<file path="src/rtl/sipo_decoder.sv">
// rtl/sipo_decoder.sv - serial-in parallel-out deserialiser framed by a DT strobe
module sipo_decoder #(
  parameter int WIDTH = 32
) (
  input  logic             clk,
  input  logic             reset,
  input  logic             serial_in,
  input  logic             DT,
  input  logic             rd_ack,
  output logic [WIDTH-1:0] parallel_Out,
  output logic             out_valid,
  output logic             busy,
  output logic             frame_err,
  output logic             overrun
);

  localparam int CW = $clog2(WIDTH + 1);

  localparam logic [1:0] IDLE     = 2'd0;
  localparam logic [1:0] SHIFT    = 2'd1;
  localparam logic [1:0] WAIT_LOW = 2'd2;

  logic [1:0]       state, state_n;
  logic [WIDTH-1:0] sreg, sreg_n;
  logic [CW-1:0]    cnt, cnt_n;
  logic [WIDTH-1:0] word_n;
  logic             valid_n, busy_n, fe_n, ov_n;
  logic             last_bit;

  assign last_bit = (state == SHIFT) && DT && (cnt == CW'(WIDTH - 1));

  always_ff @(posedge clk or negedge reset) begin
    if (!reset) begin
      state        <= IDLE;
      sreg         <= '0;
      cnt          <= '0;
      parallel_Out <= '0;
      out_valid    <= 1'b0;
      busy         <= 1'b0;
      frame_err    <= 1'b0;
      overrun      <= 1'b0;
    end else begin
      state        <= state_n;
      sreg         <= sreg_n;
      cnt          <= cnt_n;
      parallel_Out <= word_n;
      out_valid    <= valid_n;
      busy         <= busy_n;
      frame_err    <= fe_n;
      overrun      <= ov_n;
    end
  end

  always_comb begin
    state_n = IDLE;
    case (state)
      IDLE:     state_n = DT ? SHIFT : IDLE;
      SHIFT: begin
        if (!DT)          state_n = IDLE;
        else if (last_bit) state_n = WAIT_LOW;
        else              state_n = SHIFT;
      end
      WAIT_LOW: state_n = DT ? WAIT_LOW : IDLE;
      default:  state_n = IDLE;
    endcase
  end

  // Completing word bypasses sreg so parallel_Out is loaded on the capturing edge.
  always_comb begin
    sreg_n  = sreg;
    cnt_n   = cnt;
    word_n  = parallel_Out;
    valid_n = out_valid;
    fe_n    = 1'b0;
    ov_n    = 1'b0;
    if (out_valid && rd_ack) valid_n = 1'b0;
    case (state)
      IDLE: begin
        if (DT) begin
          sreg_n[0] = serial_in;
          cnt_n     = CW'(1);
        end else begin
          cnt_n = '0;
        end
      end
      SHIFT: begin
        if (!DT) begin
          cnt_n = '0;
          fe_n  = 1'b1;
        end else if (last_bit) begin
          word_n  = {serial_in, sreg[WIDTH-2:0]};
          valid_n = 1'b1;
          ov_n    = out_valid && !rd_ack;
          cnt_n   = '0;
        end else begin
          for (int i = 0; i < WIDTH; i++) begin
            if (cnt == CW'(i)) sreg_n[i] = serial_in;
          end
          cnt_n = cnt + CW'(1);
        end
      end
      default: cnt_n = '0;
    endcase
    busy_n = (state_n == SHIFT) || (state_n == WAIT_LOW);
  end

endmodule

</file>
<file path="config.mk">
export PLATFORM = sky130hd
export DESIGN_NAME = sipo_decoder
export DESIGN_NICKNAME = d
export VERILOG_FILES = /design/src/rtl/sipo_decoder.sv
export SDC_FILE = /design/constraint.sdc
export NUM_CORES = 1
export LEC_CHECK = 0
export ABC_AREA = 1
export CELL_PAD_IN_SITES_DETAIL_PLACEMENT = 1
export CELL_PAD_IN_SITES_GLOBAL_PLACEMENT = 1
export CORE_MARGIN = 2
export CORE_UTILIZATION = 38
export DETAILED_ROUTE_END_ITERATION = 8
export MAX_ROUTING_LAYER = met4
export PLACE_DENSITY_LB_ADDON = 0.25
export SETUP_SLACK_MARGIN = 0.15
export SLEW_MARGIN = 0
export SYNTH_ARGS = -nofsm -noshare
export SYNTH_HDL_FRONTEND = slang
export SYNTH_SLANG_ARGS = --single-unit
</file>
<file path="constraint.sdc">
create_clock -name clk -period 1.35 [get_ports clk]
set_input_delay 0.27 -clock clk [delete_from_list [all_inputs] [get_ports clk]]
set_output_delay 0.27 -clock clk [all_outputs]
set_load 0.01 [all_outputs]
</file>
* Word level (Yosys, flattened, before mapping)
Cells that the tools add are included.
Operators by class: mux-type cells 23, add/sub/neg operators 1, magnitude comparators 0, bitwise gates (word level) 1, multiply operators 0, equal/unequal tests 39, divide/modulo/power cells 0, shifts and indexed selects 0, reductions and logical operators 41
Operators with widths (number):
- 4-bit AND reduction | 30
- 6-bit by 5-bit equality test with 1-bit output (second input constant) | 16
- 6-bit by 4-bit equality test with 1-bit output (second input constant) | 8
- 6-bit by 3-bit equality test with 1-bit output (second input constant) | 4
- 1-bit 2-to-1 mux | 15
- 6-bit by 2-bit equality test with 1-bit output (second input constant) | 2
- 6-bit 2-to-1 mux | 2
- 6-bit case mux with 2 select lines | 1
- 6-bit by 1-bit adder with 6-bit output (second input constant) | 1
- 6-bit by 1-bit equality test with 1-bit output (second input constant) | 1
- 6-bit zero test | 1
- 2-bit 2-to-1 mux | 3
- 2-bit != test (second input constant) | 3
- 2-bit case mux with 3 select lines | 1
- 5-bit AND reduction | 1
- 2-bit by 1-bit equality test with 1-bit output (second input constant) | 2
- 2-bit equality test (second input constant) | 2
- 1-bit logical AND | 4
- 3-bit AND reduction | 1
- 2-bit zero test | 1
- 2-bit by 1-bit != test with 1-bit output (second input constant) | 1
- 1-bit case mux with 2 select lines | 1
- 2-bit nonzero test | 1
- 1-bit zero test | 1
- other kinds (2) | 2
Word-level totals: register bits after elaboration 75, bits in writable memories 0, logic and storage cells 143, memories 0, input port bits 5, bits in read-only memories 0, latch bits 0

* Logic depth before layout (Yosys ltp)
Gate-level depths: netlist of the first run.
word-level depth 8, depth in mapped cells 8, mapped depth without buffers 8

* Worst setup path before layout of the first run
Ideal clock, no wire load.
path kind register to register, start point register cnt[0], end point register parallel_Out[0], cell stages (with the launch flop) 9, data arrival time 1342 ps, setup time 117 ps, setup slack -108 ps, path through dfrtp_1 -> ha_1 -> nand3_2 -> nor2_4 -> nand2_2 -> buf_6 -> buf_6 -> nand2_1 -> nand2_1
Between the ends: longest elaborated chain between the ends 3
RTL lines:
- from (decl) | RTL line 25 | logic [CW-1:0] cnt, cnt_n;
- from (signal assigned) | RTL line 45 | cnt <= cnt_n;
- 6-bit by 5-bit equality test with 1-bit output
- 1-bit logical AND | RTL line 30 | assign last_bit = (state == SHIFT) && DT && (cnt == CW'(WIDTH - 1));
- 3-bit AND reduction (no line)
- to (signal assigned) | RTL line 46 | parallel_Out <= word_n;
- to (decl) | RTL line 10 | output logic [WIDTH-1:0] parallel_Out,
Every way passes these cells. A chain may end at the register's enable or synchronous reset.

* Worst setup path in the final report of the first run
start point register cnt[1], end point register sreg[5]
Between the ends: longest elaborated chain between the ends 4, elaborated cells on any way between the ends 5, those cells by class eq/ne (2); bitwise (1); reduce/logical (2)
RTL lines:
- 6-bit by 5-bit equality test with 1-bit output
- 1-bit logical AND | RTL line 30
- 1-bit NOT (no line)
- 4-bit AND reduction (no line) *
- to (signal assigned) | RTL line 44 | sreg <= sreg_n;
- to (decl) | RTL line 24 | logic [WIDTH-1:0] sreg, sreg_n;
Every way passes the cells marked *; elsewhere a longest branch is shown, timed or not.

==> results of run 1 <==
## placed cells by master (no fill, tap or decap), drive strengths merged
cell type	synthesis	final
o21ai	10	10
nand2	160	160
clkinv	0	2
bufbuf	0	2
clkbuf	5	16
inv	31	34
clkdlybuf4s50	0	3
ha	4	4
nand4	19	19
nor3	24	24
clkinvlp	0	2
a21oi	5	5
dlygate4sd3	0	1
dfrtp	75	75
nor2	29	29
nand3	58	58
buf	19	118
## per-layer routing
layer / global-route usage / wire [um] / part of all wire / vias up
met5: - / 0 / 0 / -
met4: 0.0769 / 752 / 0.050 / 0
met3: 0.0409 / 867 / 0.058 / 56
met2: 0.429 / 7730 / 0.51 / 141
met1: 0.298 / 5670 / 0.38 / 1895
li1: - / - / - / 1661
## cell families after synthesis
group / count (synthesis) / synth area share
DFF: 75 / 0.524
AOI/OAI and AO/OA: 15 / 0.0262
adders and majority gates: 4 / 0.0140
buffers and inverters: 55 / 0.0786
and+or+nand+nor: 290 / 0.357
## cell type report
class	count	area (um^2)
fill	1045	3450
clock buffer	9	124
clock inverter	7	58.8
tap	111	139
timing repair buffer	131	1380
inverter	31	129
sequential	75	1880
multi-input combinational	309	2030
## worst paths after layout
| kind | start | slack (ns) | to | cells past startpoint |
|---|---|---|---|---|
| max reg2reg | cnt[1]$_DFF_PN0_ | -0.25 | sreg[5]$_DFFE_PN0P_ | 7 |
| min in group clk | parallel_Out[17]$_DFFE_PN0P_ | 0.47 | parallel_Out[17]$_DFFE_PN0P_ | 2 |
| min | reset | 0.47 | parallel_Out[3]$_DFFE_PN0P_ | 3 |
| max | cnt[1]$_DFF_PN0_ | -0.25 | sreg[5]$_DFFE_PN0P_ | 7 |
| max in group asynchronous | reset | 0.52 | state[1]$_DFF_PN0_ | 3 |
| min reg2reg | parallel_Out[17]$_DFFE_PN0P_ | 0.47 | parallel_Out[17]$_DFFE_PN0P_ | 2 |
## power groups by stage
stage	clock network, mW	registers, mW	logic [mW]
2_1_floorplan	0	2.34	0.144
3_3_place_gp	0	2.35	0.291
3_5_place_dp	0	2.35	0.302
4_1_cts	1.68	2.30	0.357
5_1_grt	1.79	2.31	0.518
6_report	1.67	2.31	0.489
## flip-flops by register name (all words and copies together), names as in the netlist
signal and flops:
busy 1, cnt 6, frame_err 1, out_valid 1, overrun 1, parallel_Out 32
sreg 31, state 2
## metrics by stage
stage | cell area [um^2] | setup TNS (ns)
finish | 5750 | -12.62
global placement | 4390 | -14.40
detailed placement | 4390 | -18.29
global route | 5750 | -15.76
floorplan | 3610 | -2.36
CTS | 5010 | -6.74
## repair_timing
item / CTS / global route
endpoints found under the setup margin: 108 / 80
gates cloned: 6 / 10
hold buffers: 1 / 0
endpoints found under the hold margin: 75 / 0
buffers inserted: 18 / 12
gates resized for setup: 219 / 121
pin swaps: 10 / 27
## worst register-to-register path, cell delays in order (launching register included)
cell,delay [ns]
dfrtp_1,0.42
ha_4,0.19
nand3_4,0.09
nor2_4,0.22
nand2_8,0.12
bufbuf_16,0.29
nand4_1,0.10
nand2_1,0.07
==> qor.csv, run 1 <==
metric;value;unit
wl;15000;um
port_buffers;40;
rsz0062_at_grt;yes;
cts_made_buffers;9;
worstPathArrival;1.86;ns
synth_top_area_share;0.524;
ys_warn_count;0;
synth_flop_cell;dfrtp_1;
p_int;3.17;mW
crit_slowest_cell;dfrtp_1;
endpoint_kind;register;
antenna_found_initial;0;
dp_slack;-0.302;ns
critPathKind;register to register;
gp_congestion;0.880;
power_frac_comb;0.110;
grt_usage;0.249;
hold_viol;0;
vias_per_cell;5.58;
nets;566;
ys_seq_elements;75;
worstMarginPinSlew;0.425;ns
final-setup-viol-count;71;
start_util;0.389;
yosysMostFrequentCell;nand2_1;
outcome;finished with violations;
fin_crit_sh;1.19;
grt_pass1_vias;3675;
cp.buffers_inverters;1;
cts_tree;done;
critPathTopFamily;simple AND/OR/NAND/NOR gates;
final_cells;673;
overflow;0;
final_max_slew_viol_count;0;
syn_nets;448;
grt_first_pass_wirelength;19000;um
ir_drop;0.000434;V
cts_sinks;75;
drt_iter0_drc;197;
cp.required;1.60;ns
chipWidth;101;um
remaining_drc_errors;0;
maxCapViolations;0;
core-area;0.00920;mm^2
crit_chain;ha_4 > nand3_4 > nor2_4 > nand2_8 > bufbuf_16 > nand4_1 > nand2_1;
cp-start-kind;register;
finalClockSkew;0.0153;ns
syn_area_per_cell;8.16;um^2
syn-cell-area;0.00358;mm^2
grt_max_degree;76;
synth_area_leader_cell;dfrtp_1;
relSlewSlack;0.716;
die_area;0.0102;mm^2
synthTopCellsByCount;156 x nand2_1, 75 x dfrtp_1, 57 x nand3_1;
fp.dieH;101;um
htreeDepth;3;
final_util;0.625;
failed_checks;setup timing;
diodes;0;
yosysSeqAreaShare;0.524;
syn_inst;439;
netSwitchingFraction;0.291;
rows;35;
area_growth;60.5;%
yosys-top-cells-area;dfrtp_1 52%, nand2_1 16%, nand3_1 8.0%;
max_freq;624;MHz
layout-drive-gt1-share;0.516;
cpPeakStageDelay;0.42;ns
synth-async-reset-ratio;1.00;
io_pins;41;
dp.final_hpwl;6900;um
post_drt_wl_per_cell;22.3;um
power;4.47;mW
clkTransAtPathRegs;0.09;ns
min_path_type;input pin to asynchronous set/reset pin;
ys_types;23;
sequentialPowerShare;0.517;
final_period_minus_worst_setup_slack;1.60;ns
holdWs;0.466;ns
powerDensity;777;mW/mm^2
setup_ws;-0.252;ns
routed-via-count;3753;
leakagePower;2.95;nW
clockPowerShare;0.373;
cp_max_fo;6;
cts_max_path_buffers;2;
power_switching;1.30;mW
clock-root-buffer;clkbuf_8;
worst_skew_pair.late_latency;0.37;ns
firstDrtPassIters;4;
post-place-cells;611;
ant_nets;0;
synth_edf_count;0;
No activity file was read; power rests on OpenSTA's default activity.
==> run 2: changes to the inputs <==
- CTS_BUF_LIST: default -> sky130_fd_sc_hd__clkbuf_16
==> qor.csv, run 2 (synthesis results as in run 1) <==
metric;value;unit;change
netSwitchingFraction;0.267;;-0.0238
maxCapViolations;0;;unchanged
relSlewSlack;0.727;;+0.0109
routed-via-count;3719;;-0.91%
drt_iter0_drc;251;;+27%
dp_slack;-0.302;ns;unchanged
min_path_type;register to register;;
gp_congestion;0.880;;unchanged
sequentialPowerShare;0.448;;-0.069
diodes;0;;unchanged
area_growth;51.7;%;
final-setup-viol-count;72;;+1.4%
layout_common_cells;114 x nand2_1, 72 x dfrtp_1, 50 x nand3_1, 48 x buf_4, 36 x buf_2;;
final_max_slew_viol_count;0;;unchanged
fill_cells;1052;;+0.67%
largest-register;parallel_Out;;
fin_crit_sh;1.23;;+0.0469
powerDensity;948;mW/mm^2;+22%
nets;552;;-2.5%
largest_reg_flops;32;;unchanged
ir_drop;0.000502;V;+16%
ant_nets;0;;unchanged
reg.largest.list;parallel_Out (32), sreg (31), cnt (6);;
cp.required;1.58;ns;-0.02 ns
leakagePower;2.79;nW;-5.2%
max_freq;600;MHz;-3.8%
setup_ws;-0.315;ns;-0.0633 ns
cts_made_buffers;9;;unchanged
clock-root-buffer;clkbuf_16;;
chipWidth;101;um;unchanged
htreeDepth;3;;unchanged
dp.final_hpwl;6900;um;unchanged
cts_max_path_buffers;2;;unchanged
endpoint_kind;register;;
power;5.15;mW;+15%
die_area;0.0102;mm^2;unchanged
clockPowerShare;0.452;;+0.079
critPathKind;register to register;;
io_pins;41;;unchanged
power_switching;1.37;mW;+5.9%
p_int;3.78;mW;+19%
worstPathArrival;1.89;ns;+0.03 ns
rsz0062_at_grt;yes;;
grt_pass1_vias;3752;;+2.1%
cp-start-kind;register;;
clkTransAtPathRegs;0.06;ns;-0.03 ns
layout-drive-gt1-share;0.423;;-0.0927
worstMarginPinSlew;0.409;ns;-0.0163 ns
grt_first_pass_wirelength;19700;um;+4.0%
start_util;0.389;;unchanged
rows;35;;unchanged
outcome;finished with violations;;
cts_sinks;75;;unchanged
finalClockSkew;0.00617;ns;-0.00916 ns
remaining_drc_errors;0;;unchanged
firstDrtPassIters;5;;+1
grt_max_degree;76;;unchanged
r2r_cells;8;;+1
antenna_found_initial;0;;unchanged
vias_per_cell;5.64;;+1.2%
power_frac_comb;0.101;;-0.009
hold_path_depth;2;;
fp.dieH;101;um;unchanged
port_buffers;40;;unchanged
grt_usage;0.266;;+0.0167
final_period_minus_worst_setup_slack;1.67;ns;+0.0633 ns
overflow;0;;unchanged
core-area;0.00920;mm^2;unchanged
post_drt_wl_per_cell;22.0;um;-1.4%
cts_tree;done;;
hold_viol;0;;unchanged
worst_skew_pair.late_latency;0.34;ns;-0.03 ns
failed_checks;setup timing;;
cp_max_fo;4;;-2
layout_commonest_cell;nand2_1;;
wl;14500;um;-3.5%
## run 2: worst max-delay path: stages (launching register included)
cell and delay (ns):
dfrtp_1 0.42, buf_4 0.17, inv_4 0.09, ha_4 0.16, nand3_1 0.21, nor2_1 0.22
nand2_1 0.10, nand2_1 0.10, nand2_1 0.07
## run 2: repair_timing
item / CTS / global route
endpoints found under the setup margin: 108 / 75
hold buffers: 1 / 0
pin swaps: 11 / 9
gates resized for setup: 202 / 76
setup buffers: 14 / 6
hold endpoints to repair: 75 / 0
cloned: 6 / 5
## run 2: final timing paths
path | start | end | slack (ns)
setup reg to reg | cnt[0]$_DFF_PN0_ | sreg[22]$_DFFE_PN0P_ | -0.32
min in group asynchronous | reset | parallel_Out[3]$_DFFE_PN0P_ | 0.49
max in group asynchronous | reset | state[1]$_DFF_PN0_ | 0.51
hold reg to reg | parallel_Out[1]$_DFFE_PN0P_ | parallel_Out[1]$_DFFE_PN0P_ | 0.46
hold / removal | parallel_Out[1]$_DFFE_PN0P_ | parallel_Out[1]$_DFFE_PN0P_ | 0.46
setup / recovery | cnt[0]$_DFF_PN0_ | sreg[22]$_DFFE_PN0P_ | -0.32
## run 2: layout make-up
cell class,instances,area (um^2),share of cell area
clock buffers,9,225,0.0415
clock inverters,7,58.8,0.0108
repair buffers,117,1160,0.213
flip-flops and latches,75,1880,0.346
multi-input cells,309,1850,0.340
well taps,111,139,0.0256
inverters,31,124,0.0228
## run 2: power by group through the flow
stage	Combinational (mW)	Sequential, mW	Clock (mW)
6_report	0.518	2.31	2.33
5_1_grt	0.546	2.31	2.47
4_1_cts	0.430	2.30	2.35
3_5_place_dp	0.302	2.35	0
3_3_place_gp	0.291	2.35	0
2_1_floorplan	0.144	2.34	0
## run 2: routing by layer
metal | global-route usage | wire, um
met1 | 0.305 | 5400
met2 | 0.445 | 7510
met3 | 0.0583 | 836
met4 | 0.117 | 754
met5 | - | 0
## run 2: metrics by stage
stage / utilization / hold slack [ns] / cells / cell area, um^2 / setup TNS, ns
after global routing: 0.591 / 0.488 / 659 / 5430 / -17.23
after detailed placement: 0.477 / 0.325 / 611 / 4390 / -18.29
final: 0.591 / 0.464 / 659 / 5430 / -13.12
after global placement: 0.477 / 0.322 / 611 / 4390 / -14.40
after floorplan: - / -0.0256 / 439 / 3610 / -2.36
after CTS: 0.546 / 0.470 / 648 / 5020 / -6.87
==> run 3: changes to the inputs <==
- CORE_MARGIN: 2 -> default
- CTS_CLUSTER_SIZE: default -> 25
- PLACE_DENSITY: default -> 0.84
- PLACE_DENSITY_LB_ADDON: 0.25 -> default
==> qor.csv, run 3 (synthesis results as in run 1) <==
metric;value;unit;change
overflow;0;;unchanged
fill_cells;1025;;-2.6%
fp.dieH;99.1;um;-2.0%
largest_reg_flops;32;;unchanged
final_max_slew_viol_count;0;;unchanged
reg2reg_from;cnt[1]$_DFF_PN0_;;
layout-drive-gt1-share;0.459;;+0.0352
area_growth;55.2;%;
final-setup-viol-count;72;;unchanged
r2r_slack;-0.27;ns;+0.05 ns
nets;549;;-0.54%
leakagePower;2.73;nW;-2.2%
grt_first_pass_wirelength;18800;um;-4.5%
cp.required;1.57;ns;about the same
worst_skew_pair.late_latency;0.34;ns;about the same
io_pins;41;;unchanged
finalClockSkew;0.00638;ns;+0.000210 ns
start_util;0.389;;unchanged
whs_endpoint;parallel_Out[14]$_DFFE_PN0P_;;
p_int;4.04;mW;+6.9%
remaining_drc_errors;0;;unchanged
powerDensity;951;mW/mm^2;+0.35%
htreeDepth;3;;unchanged
worstMarginPinSlew;0.424;ns;+0.0154 ns
cp-start-kind;register;;
cts_made_buffers;9;;unchanged
setup_ws;-0.268;ns;+0.0472 ns
ir_drop;0.000623;V;+24%
min_path_type;register to register;;
rows;35;;unchanged
relSlewSlack;0.715;;-0.0124
rsz0062_at_grt;yes;;
grt_pass1_vias;3618;;-3.6%
cts_tree;done;;
failed_checks;setup timing;;
clkTransAtPathRegs;0.06;ns;about the same
min_from;parallel_Out[14]$_DFFE_PN0P_;;
cp_max_fo;4;;unchanged
hold_viol;0;;unchanged
core-area;0.00920;mm^2;unchanged
antenna_found_initial;0;;unchanged
die_area;0.00982;mm^2;-3.9%
cts_sinks;75;;unchanged
firstDrtPassIters;4;;-1
fin_crit_sh;1.20;;-0.0350
cts_max_path_buffers;2;;unchanged
largest-register;parallel_Out;;
crit_start;cnt[1]$_DFF_PN0_;;
r2r_cells;8;;unchanged
power_frac_comb;0.079;;-0.022
routed-via-count;3638;;-2.2%
grt_usage;0.258;;-0.00766
clockPowerShare;0.483;;+0.031
final_period_minus_worst_setup_slack;1.62;ns;-0.0472 ns
reg.largest.list;parallel_Out (32), sreg (31), cnt (6);;
gp_congestion;0.904;;+2.8%
drt_iter0_drc;216;;-14%
final_cells;654;;-0.76%
final_util;0.604;;+0.0137
netSwitchingFraction;0.237;;-0.0298
worstPathArrival;1.84;ns;-0.05 ns
port_buffers;40;;unchanged
outcome;finished with violations;;
dp.final_hpwl;6810;um;-1.4%
layout_common_cells;111 x nand2_1, 71 x dfrtp_1, 38 x buf_4, 37 x buf_2, 33 x nand2_2;;
ant_nets;0;;unchanged
max_freq;618;MHz;+2.9%
layout_commonest_cell;nand2_1;;
clock-root-buffer;clkbuf_16;;
diodes;0;;unchanged
wl;14400;um;-0.88%
r2r-end;sreg[8]$_DFFE_PN0P_;;
grt_max_degree;76;;unchanged
power_switching;1.25;mW;-8.8%
endpoint_kind;register;;
post-place-cells;606;;-0.82%
maxCapViolations;0;;unchanged
critPathKind;register to register;;
post_drt_wl_per_cell;22.0;um;-0.12%
hold_path_depth;2;;unchanged
chipWidth;99.1;um;-2.0%
vias_per_cell;5.56;;-1.4%
sequentialPowerShare;0.438;;-0.010
[run 3: cell type report]
| type | instances | area [um^2] | area share |
|---|---|---|---|
| inverters | 31 | 119 | 0.0214 |
| multi-input cells | 310 | 1960 | 0.353 |
| flip-flops and latches | 75 | 1880 | 0.339 |
| clock buffers | 9 | 225 | 0.0405 |
| well taps | 111 | 139 | 0.0250 |
| clock inverters | 5 | 80.1 | 0.0144 |
| repair buffers | 113 | 1150 | 0.207 |
[run 3: layer usage]
metal,vias to the layer above,routed length [um],global-route usage
li1,1626,-,-
met1,1883,5930,0.310
met2,97,7510,0.432
met3,32,508,0.0489
met4,0,416,0.0950
met5,-,0,-
[run 3: worst max path at each step]
stage	endpoint	cells past startpoint	slack, ns
3_5_place_dp	sreg[28]$_DFFE_PN0P_	8	-0.32
6_report	sreg[8]$_DFFE_PN0P_	8	-0.27
3_3_place_gp	sreg[26]$_DFFE_PN0P_	7	-0.24
5_1_grt	sreg[8]$_DFFE_PN0P_	8	-0.34
2_1_floorplan	parallel_Out[0]$_DFFE_PN0P_	8	-0.08
4_1_cts	sreg[4]$_DFFE_PN0P_	9	-0.17
[run 3: per-stage QoR]
stage                     cell area, um^2  setup slack (ns)  hold slack (ns)  setup TNS (ns)  power [mW]
after floorplan                      3610           -0.0784          -0.0256           -2.36        2.49
after global placement               4350            -0.236            0.331          -13.48        2.63
after detailed placement             4350            -0.324            0.336          -17.10        2.65
after CTS                            4870            -0.173            0.471           -7.31        5.19
after global routing                 5560            -0.336            0.504          -15.84        5.42
final                                5560            -0.268            0.473          -12.45        5.29
[run 3: critical path, stage by stage (launching register included)]
cell	delay [ns]
dfrtp_2	0.44
inv_1	0.10
ha_2	0.19
buf_4	0.12
nand3_2	0.12
nor2_2	0.13
nand4_1	0.15
nand2_1	0.15
nand2_1	0.08
[run 3: repair_timing]
item | 4_1_cts | 5_1_grt
gates cloned | 4 | 11
hold buffers | 1 | 0
buffers inserted | 12 | 6
endpoints found under the hold margin | 30 | 0
resized for setup | 198 | 106
setup endpoints to repair | 108 | 76
pin swaps | 14 | 40
[run 3: power groups by stage]
stage / sequential [mW] / combinational [mW] / clock (mW)
finish: 2.32 / 0.418 / 2.55
global route: 2.32 / 0.445 / 2.65
CTS: 2.31 / 0.342 / 2.54
detailed placement: 2.35 / 0.301 / 0
global placement: 2.35 / 0.287 / 0
floorplan: 2.34 / 0.144 / 0
